[config.mk]
export PLATFORM = sky130hd
export DESIGN_NAME = up_down_counter
export DESIGN_NICKNAME = d
export VERILOG_FILES = /design/src/rtl/counter_pkg.sv /design/src/rtl/annotated_register.sv /design/src/rtl/up_down_counter.sv
export SDC_FILE = /design/constraint.sdc
export NUM_CORES = 1
export LEC_CHECK = 0
export ABC_AREA = 1
export CORE_MARGIN = 4
export CORE_UTILIZATION = 50
export DETAILED_ROUTE_END_ITERATION = 10
export PLACE_DENSITY_LB_ADDON = 0.3
export SYNTH_ARGS = -nofsm -noshare
export SYNTH_HDL_FRONTEND = slang
export SYNTH_SLANG_ARGS = --single-unit
[constraint.sdc]
create_clock -name clock -period 3 [get_ports clock]
set_input_delay 0.45 -clock clock [delete_from_list [all_inputs] [get_ports clock]]
set_output_delay 0.45 -clock clock [all_outputs]
set_load 0.02 [all_outputs]
[src/rtl/counter_pkg.sv]
// rtl/counter_pkg.sv - shared constants for the up/down counter slice
package counter_pkg;

    localparam logic DIR_UP   = 1'b1;
    localparam logic DIR_DOWN = 1'b0;

endpackage

[src/rtl/annotated_register.sv]
// rtl/annotated_register.sv - generic register with sync reset value and load enable
module annotated_register #(
    parameter int unsigned        WIDTH       = 32,
    parameter logic [WIDTH-1:0]   RESET_VALUE = '0
) (
    input  logic             clock,
    input  logic             reset,
    input  logic             load,
    input  logic [WIDTH-1:0] d,
    output logic [WIDTH-1:0] q
);

    // Reset wins over load; without load the stored value holds.
    always_ff @(posedge clock) begin
        if (reset) begin
            q <= RESET_VALUE;
        end else if (load) begin
            q <= d;
        end
    end

endmodule

[src/rtl/up_down_counter.sv]
// rtl/up_down_counter.sv - up/down counter with registered wrap pulses and zero flag
module up_down_counter
    import counter_pkg::*;
#(
    parameter int unsigned        WIDTH       = 32,
    parameter logic [WIDTH-1:0]   RESET_VALUE = '0
) (
    input  logic             clock,
    input  logic             reset,
    input  logic             enable,
    input  logic             increment,
    output logic [WIDTH-1:0] count,
    output logic             overflow,
    output logic             underflow,
    output logic             zero
);

    typedef logic [WIDTH-1:0] count_t;

    localparam count_t ALL_ONES = '1;
    localparam count_t ZERO     = '0;
    localparam count_t ONE      = count_t'(1);

    count_t next_count;
    logic   wrap_up;
    logic   wrap_down;

    // Next value is always one step in the selected direction; enable gates the load.
    always_comb begin
        next_count = count;
        wrap_up    = 1'b0;
        wrap_down  = 1'b0;
        if (increment == DIR_UP) begin
            next_count = count + ONE;
            wrap_up    = (count == ALL_ONES);
        end else begin
            next_count = count - ONE;
            wrap_down  = (count == ZERO);
        end
    end

    annotated_register #(
        .WIDTH       (WIDTH),
        .RESET_VALUE (RESET_VALUE)
    ) u_count_reg (
        .clock (clock),
        .reset (reset),
        .load  (enable),
        .d     (next_count),
        .q     (count)
    );

    // Wrap pulses are registered alongside count so they line up with the wrapped value.
    always_ff @(posedge clock) begin
        if (reset) begin
            overflow  <= 1'b0;
            underflow <= 1'b0;
        end else begin
            overflow  <= enable & wrap_up;
            underflow <= enable & wrap_down;
        end
    end

    assign zero = (count == ZERO);

endmodule

## Word level (Yosys, flattened, before mapping)

Index checks and enable logic that the tools add are counted.

- Order comparisons: 0
- Multiplexer cells: 3
- Reduce and logical (&&, ||, !) cells: 1
- Eq/ne operators: 1
- Div/mod/pow operators: 0
- Bitwise gates (word level): 2
- Shift operators: 0
- Multipliers: 0
- Add/subtract/negate cells: 2

Operator list:

| cell | count |
|---|---|
| $add 32x1->32 const B | 1 |
| $eq 32x32->1 const B | 1 |
| $logic_not 32->1 | 1 |
| $mux 32 | 1 |
| $sub 32x1->32 const B | 1 |
| $and 1x1->1 | 2 |
| $mux 1 | 2 |

- Flip-flop bits (word level): 34
- Memory bits (read-only): 0
- Memory bits (writable): 0
- Latch bits: 0
- Logic and storage cells: 12
- Memories: 0

## Depth between registers and ports, before layout

Gate-level depths: netlist (run 1).

- Word-level depth: 3
- Gate-level depth with buffers: 16

## Cells and area by module

From an unflattened synthesis (run 1), not the netlist that was laid out.

- Cell total of the unflattened synthesis: 741
- Area total of the unflattened synthesis: 3,907.5 sq um

By module, submodules not included:

| module | area each (sq um) | times used | cells each |
|---|---|---|---|
| up_down_counter | 2,568.7 | 1 | 538 |
| annotated_register | 1,338.8 | 1 | 203 |

## Least setup slack after synthesis (run 1)

Ideal clock, no wire load.

- Path type: input -> register
- Start: in increment
- End: reg u_count_reg.q[13]
- Required time: 2.885 ns
- Data arrival time: 2.210 ns
- Stages on the path: 11
- Setup slack: 0.675 ns
- Cell sequence: inv_1 -> ha_1 -> nor2_1 -> inv_1 -> nand3_1 -> nand2_1 -> nand2_1 -> nand2_2 -> xor2_1 -> o21ai_0 -> inv_1

- Longest elaborated chain between the ends: 1

Ends and longest elaborated chain:

| item | line | source |
|---|---|---|
| start, declared | up_down_counter.sv:11 | `input logic increment,` |
| $mux 32 | up_down_counter.sv:33 | `if (increment == DIR_UP) begin` |
| end signal, assigned | annotated_register.sv:16 | `q <= RESET_VALUE;` |
| end signal, assigned | annotated_register.sv:18 | `q <= d;` |
| end, declared | annotated_register.sv:10 | `output logic [WIDTH-1:0] q` |

Every way passes these cells.
A chain may end at the register's enable or synchronous reset.

## Final worst setup path (run 1)

- Start: reg u_count_reg.q[13]
- End: out zero

- Longest elaborated chain between the ends: 1

Ends and longest elaborated chain:

| item | line | source |
|---|---|---|
| $logic_not 32->1 | up_down_counter.sv:64 | `assign zero = (count == ZERO);` |
| end, declared | up_down_counter.sv:15 | `output logic zero` |

Every way passes these cells.

==> results.json, run 1 <==
{
  "status": "finished clean",
  "grt_max_degree": 40,
  "pwr_density_cell_mw_per_mm2": 432.0,
  "place.gp.congestion": 0.9870,
  "hold_class": "reg -> reg",
  "worstSetupEndpointType": "output port",
  "synth.avg_cell_area_um2": 5.439,
  "grt_pass1_vias": 4244,
  "synth.distinct_cells": 24,
  "wire_per_inst_um": 13.92,
  "grt_use_total_pct": 27.02,
  "clkTransAtPathRegs_ns": 0.08,
  "layout_commonest_cell": "nand2_1",
  "grt-ovfl-total": 0,
  "yosysWarnings": 0,
  "worstSetupPathType": "reg -> out",
  "critPathLaunchType": "flop",
  "cp.arrival_ns": 2.28,
  "ir_worst_vdd_uv": 222.7,
  "maxCapViolations": 0,
  "clkPwrFrac_pct": 19.0,
  "hold_buffers": 0,
  "viasPerCell": 5.224,
  "slew_viol_final": 0,
  "critPathSlowestCell": "clkdlybuf4s50_1",
  "netlist_area_mm2": 0.003780,
  "critPathRequiredTime_ns": 2.55,
  "drive_gt1_share_pct": 3.134,
  "n_antenna_cell": 0,
  "num_vias": 4352,
  "min_period_over_period_pct": 90.87,
  "portBuffers": 38,
  "leakagePower_nw": 2.600,
  "synthToLayoutAreaGrowth_pct": 15.62,
  "synth-seq-cells": 34,
  "antenna_found_initial": 0,
  "die_w_um": 94.95,
  "worstPathCellList": "nor4_1 > nand4_1 > nor2_1 > clkdlybuf4s50_1",
  "p_seq_share_pct": 30.2,
  "holdWs_ns": 0.5248,
  "synth_fp_nets": 730,
  "tightestPinTransition_ns": 0.5823,
  "max_freq_mhz": 366.8,
  "internal_power_mw": 1.029,
  "post_cts_buffers": 0,
  "comb_power_share_pct": 50.8,
  "start_util_pct": 51.84,
  "drc": 0,
  "switching_share_pct": 45.51,
  "cts-root-buf": "clkbuf_8",
  "clock_skew_ns": 0.01126,
  "relSlewSlack_pct": 61.06,
  "cts_sinks": 34,
  "final_cell_mix": "232 x nand2_1, 166 x inv_1, 57 x nor2_1, 48 x a21oi_1",
  "switchingPower_mw": 0.8593,
  "drt_iter0_drc": 317,
  "dp_hpwl_mm": 9.215,
  "ioPinCount": 39,
  "seq_area_frac_synth_pct": 18.01,
  "grt_pass1_wl_mm": 19.21,
  "period_needed_ns": 2.726,
  "drt_first_pass_iters": 6,
  "hold_viol": 0,
  "coreArea_mm2": 0.007292,
  "setup_viol": 0,
  "cts_buffers": 5,
  "die_h_um": 94.95,
  "cp_max_fo": 4,
  "rsz0062_at_grt": "no",
  "wl_mm": 11.60,
  "rows": 31,
  "final_nets": 770,
  "drtAntennaViolNets": 0,
  "setup_tns_ns": 0,
  "htree_levels": 2,
  "fillerInstances": 751,
  "cts_resized": 0,
  "critPathMaxStageDelay_ns": 0.61,
  "insertion_delay_ns": 0.30,
  "dieArea_mm2": 0.009015,
  "clockBufferDepth": 2,
  "syn_inst": 695,
  "cts_tree": "done"
}
-- sequential cells by signal (all words and copies together) (netlist names) --
signal / flops
overflow: 1
u_count_reg.q: 32
underflow: 1
-- critical path: cells and delay by family, from the launching register on --
kind          cells  cell delay [ns]
simple gates      3             1.01
buf+inv           1             0.61
flops             1             0.35
-- synthesized netlist by cell type --
cell / instances / area share [%]
a21o_1: 1 / 0.20
a21oi_1: 48 / 6.4
a21oi_2: 1 / 0.23
buf_2: 4 / 0.53
buf_4: 1 / 0.20
clkbuf_1: 5 / 0.50
dfxtp_1: 34 / 18
fa_1: 1 / 0.53
ha_1: 30 / 9.9
inv_1: 166 / 16
nand2_1: 232 / 23
nand2_2: 5 / 0.83
nand3_1: 38 / 5.0
nand3_2: 2 / 0.53
nand4_1: 8 / 1.3
nor2_1: 57 / 5.7
nor2_2: 3 / 0.50
nor3_1: 5 / 0.66
nor3_2: 1 / 0.26
nor4_1: 15 / 2.5
o21ai_0: 20 / 2.6
o21bai_1: 3 / 0.60
xnor2_1: 1 / 0.23
xor2_1: 14 / 3.2
-- layer usage --
layer	GRT usage [%]	part of all wire (%)	vias to the layer above	wire [um]
li1	-	-	2208	-
met1	30.45	41	1926	4798
met2	46.39	46	174	5321
met3	6.454	7.8	44	905
met4	15.26	4.9	0	569
met5	0	0	-	0
-- kinds of logic (layout without fill, tap and decap cells) --
kind of cell    Yosys count  after routing  synth area share, %
flops                    34             34                18.01
compound gates           73             73                10.03
simple gates            366            366                40.32
xor+xnor                 15             15                3.476
buf+inv                 176            215                17.71
fa+ha+maj                31             31                10.46
-- worst paths after layout --
path	from	to	slack (ns)	cells past startpoint
max	u_count_reg.q[13]	zero	0.27	4
min	u_count_reg.q[31]	overflow	0.52	2
max reg2reg	u_count_reg.q[0]	u_count_reg.q[28]	0.76	12
min reg2reg	u_count_reg.q[31]	overflow	0.52	2
-- power by group through the flow --
stage / Combinational [mW] / Sequential (mW) / Clock (mW)
floorplan: 0.606 / 0.618 / 0
global placement: 0.921 / 0.579 / 0
detailed placement: 0.942 / 0.579 / 0
CTS: 0.948 / 0.570 / 0.364
global route: 1.07 / 0.577 / 0.381
finish: 0.959 / 0.570 / 0.359
-- per-stage QoR --
stage          power, mW  setup slack (ns)  area [um^2]  instances  utilization, %
2_1_floorplan      1.224            0.6750         3780        695               -
3_5_place_dp       1.522            0.2673         4288        827           58.80
5_1_grt            2.032            0.1730         4370        833           59.93
6_report           1.888            0.2738         4370        833           59.93
4_1_cts            1.882            0.3101         4370        833           59.93
3_3_place_gp       1.499            0.3103         4288        827           58.80
-- cell type report --
| class | instances | area [um^2] | area share (%) |
|---|---|---|---|
| flip-flops and latches | 34 | 680.7 | 15.57 |
| well taps | 99 | 123.9 | 2.834 |
| multi-input cells | 485 | 2430 | 55.60 |
| clock buffers | 6 | 82.58 | 1.889 |
| inverters | 166 | 623.1 | 14.26 |
| repair buffers | 43 | 430.4 | 9.848 |
(Power assumes the default switching activity.)
==> run 2: changes to the inputs <==
--- a/config.mk
+++ b/config.mk
@@ -7,7 +7,7 @@
 export LEC_CHECK = 0
 export ABC_AREA = 1
 export CORE_MARGIN = 4
-export CORE_UTILIZATION = 50
+export CORE_UTILIZATION = 29
 export DETAILED_ROUTE_END_ITERATION = 10
 export PLACE_DENSITY_LB_ADDON = 0.3
 export SYNTH_ARGS = -nofsm -noshare
==> run 2 against run 1 <==
Compared with the run above:
- die area is 66% higher
- sequential share of layout area is 0.56 points lower
- power is 9.7% higher
- hold slack better by 0.015 ns
- setup slack better by 0.043 ns
==> results.json, run 2 (synthesis gave the netlist of run 1 again) <==
{
  "relSlewSlack_pct": 52.92,
  "maxCapViolations": 0,
  "die_h_um": 122.2,
  "worstPathCellList": "nor4_1 > nand4_1 > nor2_1 > clkdlybuf4s50_1",
  "status": "finished clean",
  "hold_buffers": 0,
  "cts_resized": 0,
  "dieArea_mm2": 0.01492,
  "critPathSlowestCell": "clkdlybuf4s50_1",
  "grt_pass1_wl_mm": 19.15,
  "grt_use_total_pct": 16.34,
  "r2r-end": "u_count_reg.q[24]",
  "drive_gt1_share_pct": 3.392,
  "cts_tree": "done",
  "worstHoldStart": "u_count_reg.q[17]",
  "synthToLayoutAreaGrowth_pct": 19.96,
  "viasPerCell": 4.486,
  "internal_power_mw": 1.183,
  "holdWs_ns": 0.5403,
  "final_cell_mix": "232 x nand2_1, 166 x inv_1, 57 x nor2_1, 48 x a21oi_1",
  "setup_tns_ns": 0,
  "slew_viol_final": 0,
  "critPathRequiredTime_ns": 2.55,
  "clkTransAtPathRegs_ns": 0.06,
  "clock_skew_ns": 0.007132,
  "cts_sinks": 34,
  "clockBufferDepth": 2,
  "place.gp.congestion": 0.9327,
  "cp_max_fo": 5,
  "largest_reg_flops": 32,
  "leakagePower_nw": 2.636,
  "reg2reg_from": "u_count_reg.q[1]",
  "clkPwrFrac_pct": 26.6,
  "critPathMaxStageDelay_ns": 0.62,
  "num_vias": 4078,
  "portBuffers": 38,
  "post_cts_buffers": 0,
  "insertion_delay_ns": 0.29,
  "cts-root-buf": "clkbuf_16",
  "grt-ovfl-total": 0,
  "hold_path_depth": 2,
  "worstSetupEndpointType": "output port",
  "pwr_density_cell_mw_per_mm2": 456.8,
  "hold_viol": 0,
  "ir_worst_vdd_uv": 176.1,
  "drtAntennaViolNets": 0,
  "rsz0062_at_grt": "no",
  "rows": 41,
  "reg_top3": "u_count_reg.q (32), overflow (1), underflow (1)",
  "max_freq_mhz": 372.7,
  "cp.arrival_ns": 2.23,
  "holdPathEnd": "overflow",
  "fillerInstances": 1445,
  "switchingPower_mw": 0.8882,
  "wl_mm": 11.75,
  "start_util_pct": 29.83,
  "critPathLaunchType": "flop",
  "drt_first_pass_iters": 5,
  "p_seq_share_pct": 27.4,
  "comb_power_share_pct": 46.0,
  "grt_pass1_vias": 3800,
  "ff2ff_setup_slack_ns": 0.92,
  "cts_buffers": 5,
  "drc": 0,
  "wire_per_inst_um": 12.93,
  "die_w_um": 122.2,
  "setup_viol": 0,
  "hold_class": "reg -> reg",
  "tightestPinTransition_ns": 0.6997,
  "grt_max_degree": 40,
  "n_antenna_cell": 0,
  "largest_register": "u_count_reg.q",
  "min_period_over_period_pct": 89.44,
  "ioPinCount": 39,
  "ff2ff_path_depth": 12,
  "dp_hpwl_mm": 9.569,
  "layout_commonest_cell": "nand2_1",
  "final_nets": 771,
  "htree_levels": 2,
  "coreArea_mm2": 0.01267,
  "period_needed_ns": 2.683,
  "drt_iter0_drc": 239,
  "worstSetupPathType": "reg -> out",
  "antenna_found_initial": 0,
  "switching_share_pct": 42.88
}
[run 2: how the worst max path moves through the flow]
stage / from / to / slack [ns] / cells after the start
after global routing: u_count_reg.q[1] / zero / 0.24 / 4
after floorplan: increment / u_count_reg.q[13] / 0.67 / 11
after detailed placement: increment / u_count_reg.q[24] / 0.30 / 13
after CTS: u_count_reg.q[1] / zero / 0.26 / 4
final: u_count_reg.q[1] / zero / 0.32 / 4
after global placement: increment / u_count_reg.q[24] / 0.28 / 13
[run 2: through the flow]
stage | setup slack [ns] | power (mW) | utilization (%) | cells | instance area, um^2
after floorplan | 0.6750 | 1.224 | - | 695 | 3780
after global placement | 0.2802 | 1.530 | 34.62 | 901 | 4387
after detailed placement | 0.2965 | 1.529 | 34.62 | 901 | 4387
after CTS | 0.2615 | 2.095 | 35.79 | 909 | 4534
after global routing | 0.2447 | 2.236 | 35.79 | 909 | 4534
final | 0.3169 | 2.071 | 35.79 | 909 | 4534
[run 2: power by group through the flow]
stage | Combinational, mW | Clock (mW) | Sequential (mW)
final | 0.952 | 0.552 | 0.568
after global routing | 1.07 | 0.585 | 0.578
after CTS | 0.955 | 0.571 | 0.570
after detailed placement | 0.950 | 0 | 0.579
after global placement | 0.950 | 0 | 0.580
after floorplan | 0.606 | 0 | 0.618
[run 2: final cells by class]
| type | instances | area (um^2) | area share, % |
|---|---|---|---|
| Clock inverter | 1 | 5.005 | 0.1104 |
| Inverter | 166 | 623.1 | 13.74 |
| Clock buffer | 7 | 142.6 | 3.146 |
| Sequential cell | 34 | 680.7 | 15.01 |
| Tap cell | 172 | 215.2 | 4.746 |
| Timing Repair Buffer | 44 | 437.9 | 9.658 |
| Multi-Input combinational cell | 485 | 2430 | 53.59 |
[run 2: routing by layer]
metal	vias up	share of wire (%)	global-route usage (%)
met5	-	0	0
met4	0	1.3	3.849
met3	10	4.5	2.925
met2	65	46	27.14
met1	1794	48	22.04
li1	2209	-	-
[run 2: critical path: cells and delay by family, from the launching register on]
family | cells | cell delay [ns]
flip-flops | 1 | 0.35
AND/OR/NAND/NOR | 3 | 0.97
buffers and inverters | 1 | 0.62
==> run 3: changes to the inputs <==
--- a/config.mk
+++ b/config.mk
@@ -10,6 +10,7 @@
 export CORE_UTILIZATION = 29
 export DETAILED_ROUTE_END_ITERATION = 10
 export PLACE_DENSITY_LB_ADDON = 0.3
+export RECOVER_POWER = 50
 export SYNTH_ARGS = -nofsm -noshare
 export SYNTH_HDL_FRONTEND = slang
 export SYNTH_SLANG_ARGS = --single-unit
==> run 3 against run 2 <==
Compared with the run above:
- sequential power barely moved
- power fell by 0.94%
- hold slack lost 0.0087 ns
- critical path type unchanged
- the flow now finishes with violations (capacitance limit, slew limit)
- global-route usage unchanged
==> results.json, run 3 (synthesis gave the netlist of run 1 again) <==
{
  "switchingPower_mw": 0.8852,
  "final-seq-area_um2": 680.7,
  "path_delay_family": "simple AND/OR/NAND/NOR gates",
  "internal_power_mw": 1.167,
  "insertion_delay_ns": 0.29,
  "failed_checks": "capacitance limit, slew limit",
  "min_period_over_period_pct": 89.13,
  "fillerInstances": 1447,
  "status": "finished, violations left",
  "n_antenna_cell": 0,
  "drtAntennaViolNets": 0,
  "cts_tree": "done",
  "cp.arrival_ns": 2.22,
  "wl_mm": 11.68,
  "switching_share_pct": 43.14,
  "p_seq_share_pct": 27.6,
  "ir_worst_vdd_uv": 175.0,
  "num_vias": 4056,
  "worstSetupEndpointType": "output port",
  "worstHoldStart": "u_count_reg.q[17]",
  "drive_gt1_share_pct": 3.121,
  "period_needed_ns": 2.674,
  "rsz0062_at_grt": "no",
  "antenna_found_initial": 0,
  "slew_viol_final": 40,
  "coreArea_mm2": 0.01267,
  "clockBufferDepth": 2,
  "setup_viol": 0,
  "viasPerCell": 4.462,
  "critPathRequiredTime_ns": 2.55,
  "die_h_um": 122.2,
  "post_cts_buffers": 0,
  "reg_top3": "u_count_reg.q (32), overflow (1), underflow (1)",
  "grt_use_total_pct": 16.34,
  "critPathBufInv": 1,
  "critPathLaunchType": "flop",
  "grt-ovfl-total": 0,
  "cp_max_fo": 5,
  "final_cell_mix": "232 x nand2_1, 166 x inv_1, 57 x nor2_1, 48 x a21oi_1, 38 x nand3_1",
  "layout_commonest_cell": "nand2_1",
  "clkTransAtPathRegs_ns": 0.06,
  "htree_levels": 2,
  "holdPathEnd": "overflow",
  "clock_skew_ns": 0.007337,
  "worstPathCellList": "nor4_1 > nand4_1 > nor2_1 > clkdlybuf4s50_1",
  "pwr_density_cell_mw_per_mm2": 453.3,
  "drt_first_pass_iters": 4,
  "r2r-end": "u_count_reg.q[24]",
  "setup_tns_ns": 0,
  "cts_sinks": 34,
  "drc": 0,
  "rows": 41,
  "grt_max_degree": 40,
  "largest_reg_flops": 32,
  "cts_resized": 0,
  "hold_viol": 0,
  "wire_per_inst_um": 12.85,
  "final_nets": 771,
  "dieArea_mm2": 0.01492,
  "dp_hpwl_mm": 9.569,
  "leakagePower_nw": 2.692,
  "max_freq_mhz": 374.0,
  "relSlewSlack_pct": -10.87,
  "ff2ff_setup_slack_ns": 0.93,
  "post-route-util_pct": 35.73,
  "ff2ff_path_depth": 12,
  "grt_pass1_vias": 3800,
  "start_util_pct": 29.83,
  "grt_pass1_wl_mm": 19.15,
  "tightestPinTransition_ns": 1.663,
  "synthToLayoutAreaGrowth_pct": 19.76,
  "worstSetupPathType": "reg -> out",
  "cts-root-buf": "clkbuf_16",
  "hold_path_depth": 2,
  "die_w_um": 122.2,
  "ioPinCount": 39,
  "multiInputGateArea_mm2": 0.002430,
  "cts_buffers": 5,
  "place.gp.congestion": 0.9327,
  "comb_power_share_pct": 45.5,
  "largest_register": "u_count_reg.q",
  "drt_iter0_drc": 243,
  "hold_buffers": 0,
  "critPathMaxStageDelay_ns": 0.62,
  "reg2reg_from": "u_count_reg.q[1]",
  "power_mw": 2.052,
  "hold_class": "reg -> reg",
  "critPathSlowestCell": "clkdlybuf4s50_1",
  "clkPwrFrac_pct": 26.9,
  "portBuffers": 38,
  "maxCapViolations": 1
}
## run 3: cell count changes in the layout (fill, tap and decap cells not counted), sizes merged
cell           change
clkdlybuf4s50     -30
dlygate4sd3       +30
buf                -2
clkbuf             +2
## run 3: worst max-delay path by stage
stage,startpoint,end,slack [ns],cells past startpoint
floorplan,increment,u_count_reg.q[13],0.67,11
global placement,increment,u_count_reg.q[24],0.28,13
detailed placement,increment,u_count_reg.q[24],0.30,13
CTS,u_count_reg.q[1],zero,0.26,4
global route,u_count_reg.q[1],zero,0.25,4
finish,u_count_reg.q[1],zero,0.33,4
## run 3: worst register-to-register path: cells and delay by family, from the launching register on
kind / cells / cell delay (ns)
simple gates: 8 / 0.90
buf+inv: 3 / 0.26
flops: 1 / 0.41
fa+ha+maj: 1 / 0.42
## run 3: power by group through the flow
stage | logic [mW] | registers [mW] | clock network (mW)
after floorplan | 0.606 | 0.618 | 0
after global placement | 0.950 | 0.580 | 0
after detailed placement | 0.950 | 0.579 | 0
after CTS | 0.955 | 0.570 | 0.571
after global routing | 1.06 | 0.576 | 0.585
final | 0.934 | 0.566 | 0.551
## run 3: cell type report
class / count / area share [%]
multi-input combinational: 485 / 53.68
timing repair buffer: 44 / 9.508
clock buffer: 7 / 3.151
sequential: 34 / 15.04
inverter: 166 / 13.76
clock inverter: 1 / 0.1106
tap: 172 / 4.754
## run 3: routing by layer
metal	wire (um)	GRT usage (%)
met5	0	0
met4	140	3.849
met3	537	2.925
met2	5365	27.14
met1	5640	22.04
## run 3: metrics by stage
| step | setup slack (ns) | hold slack (ns) | cells | area, um^2 |
|---|---|---|---|---|
| final | 0.3260 | 0.5316 | 909 | 4527 |
| after global routing | 0.2473 | 0.5672 | 909 | 4527 |
| after CTS | 0.2615 | 0.5357 | 909 | 4534 |
| after detailed placement | 0.2965 | 0.5264 | 901 | 4387 |
| after global placement | 0.2802 | 0.5261 | 901 | 4387 |
| after floorplan | 0.6750 | 0.5282 | 695 | 3780 |
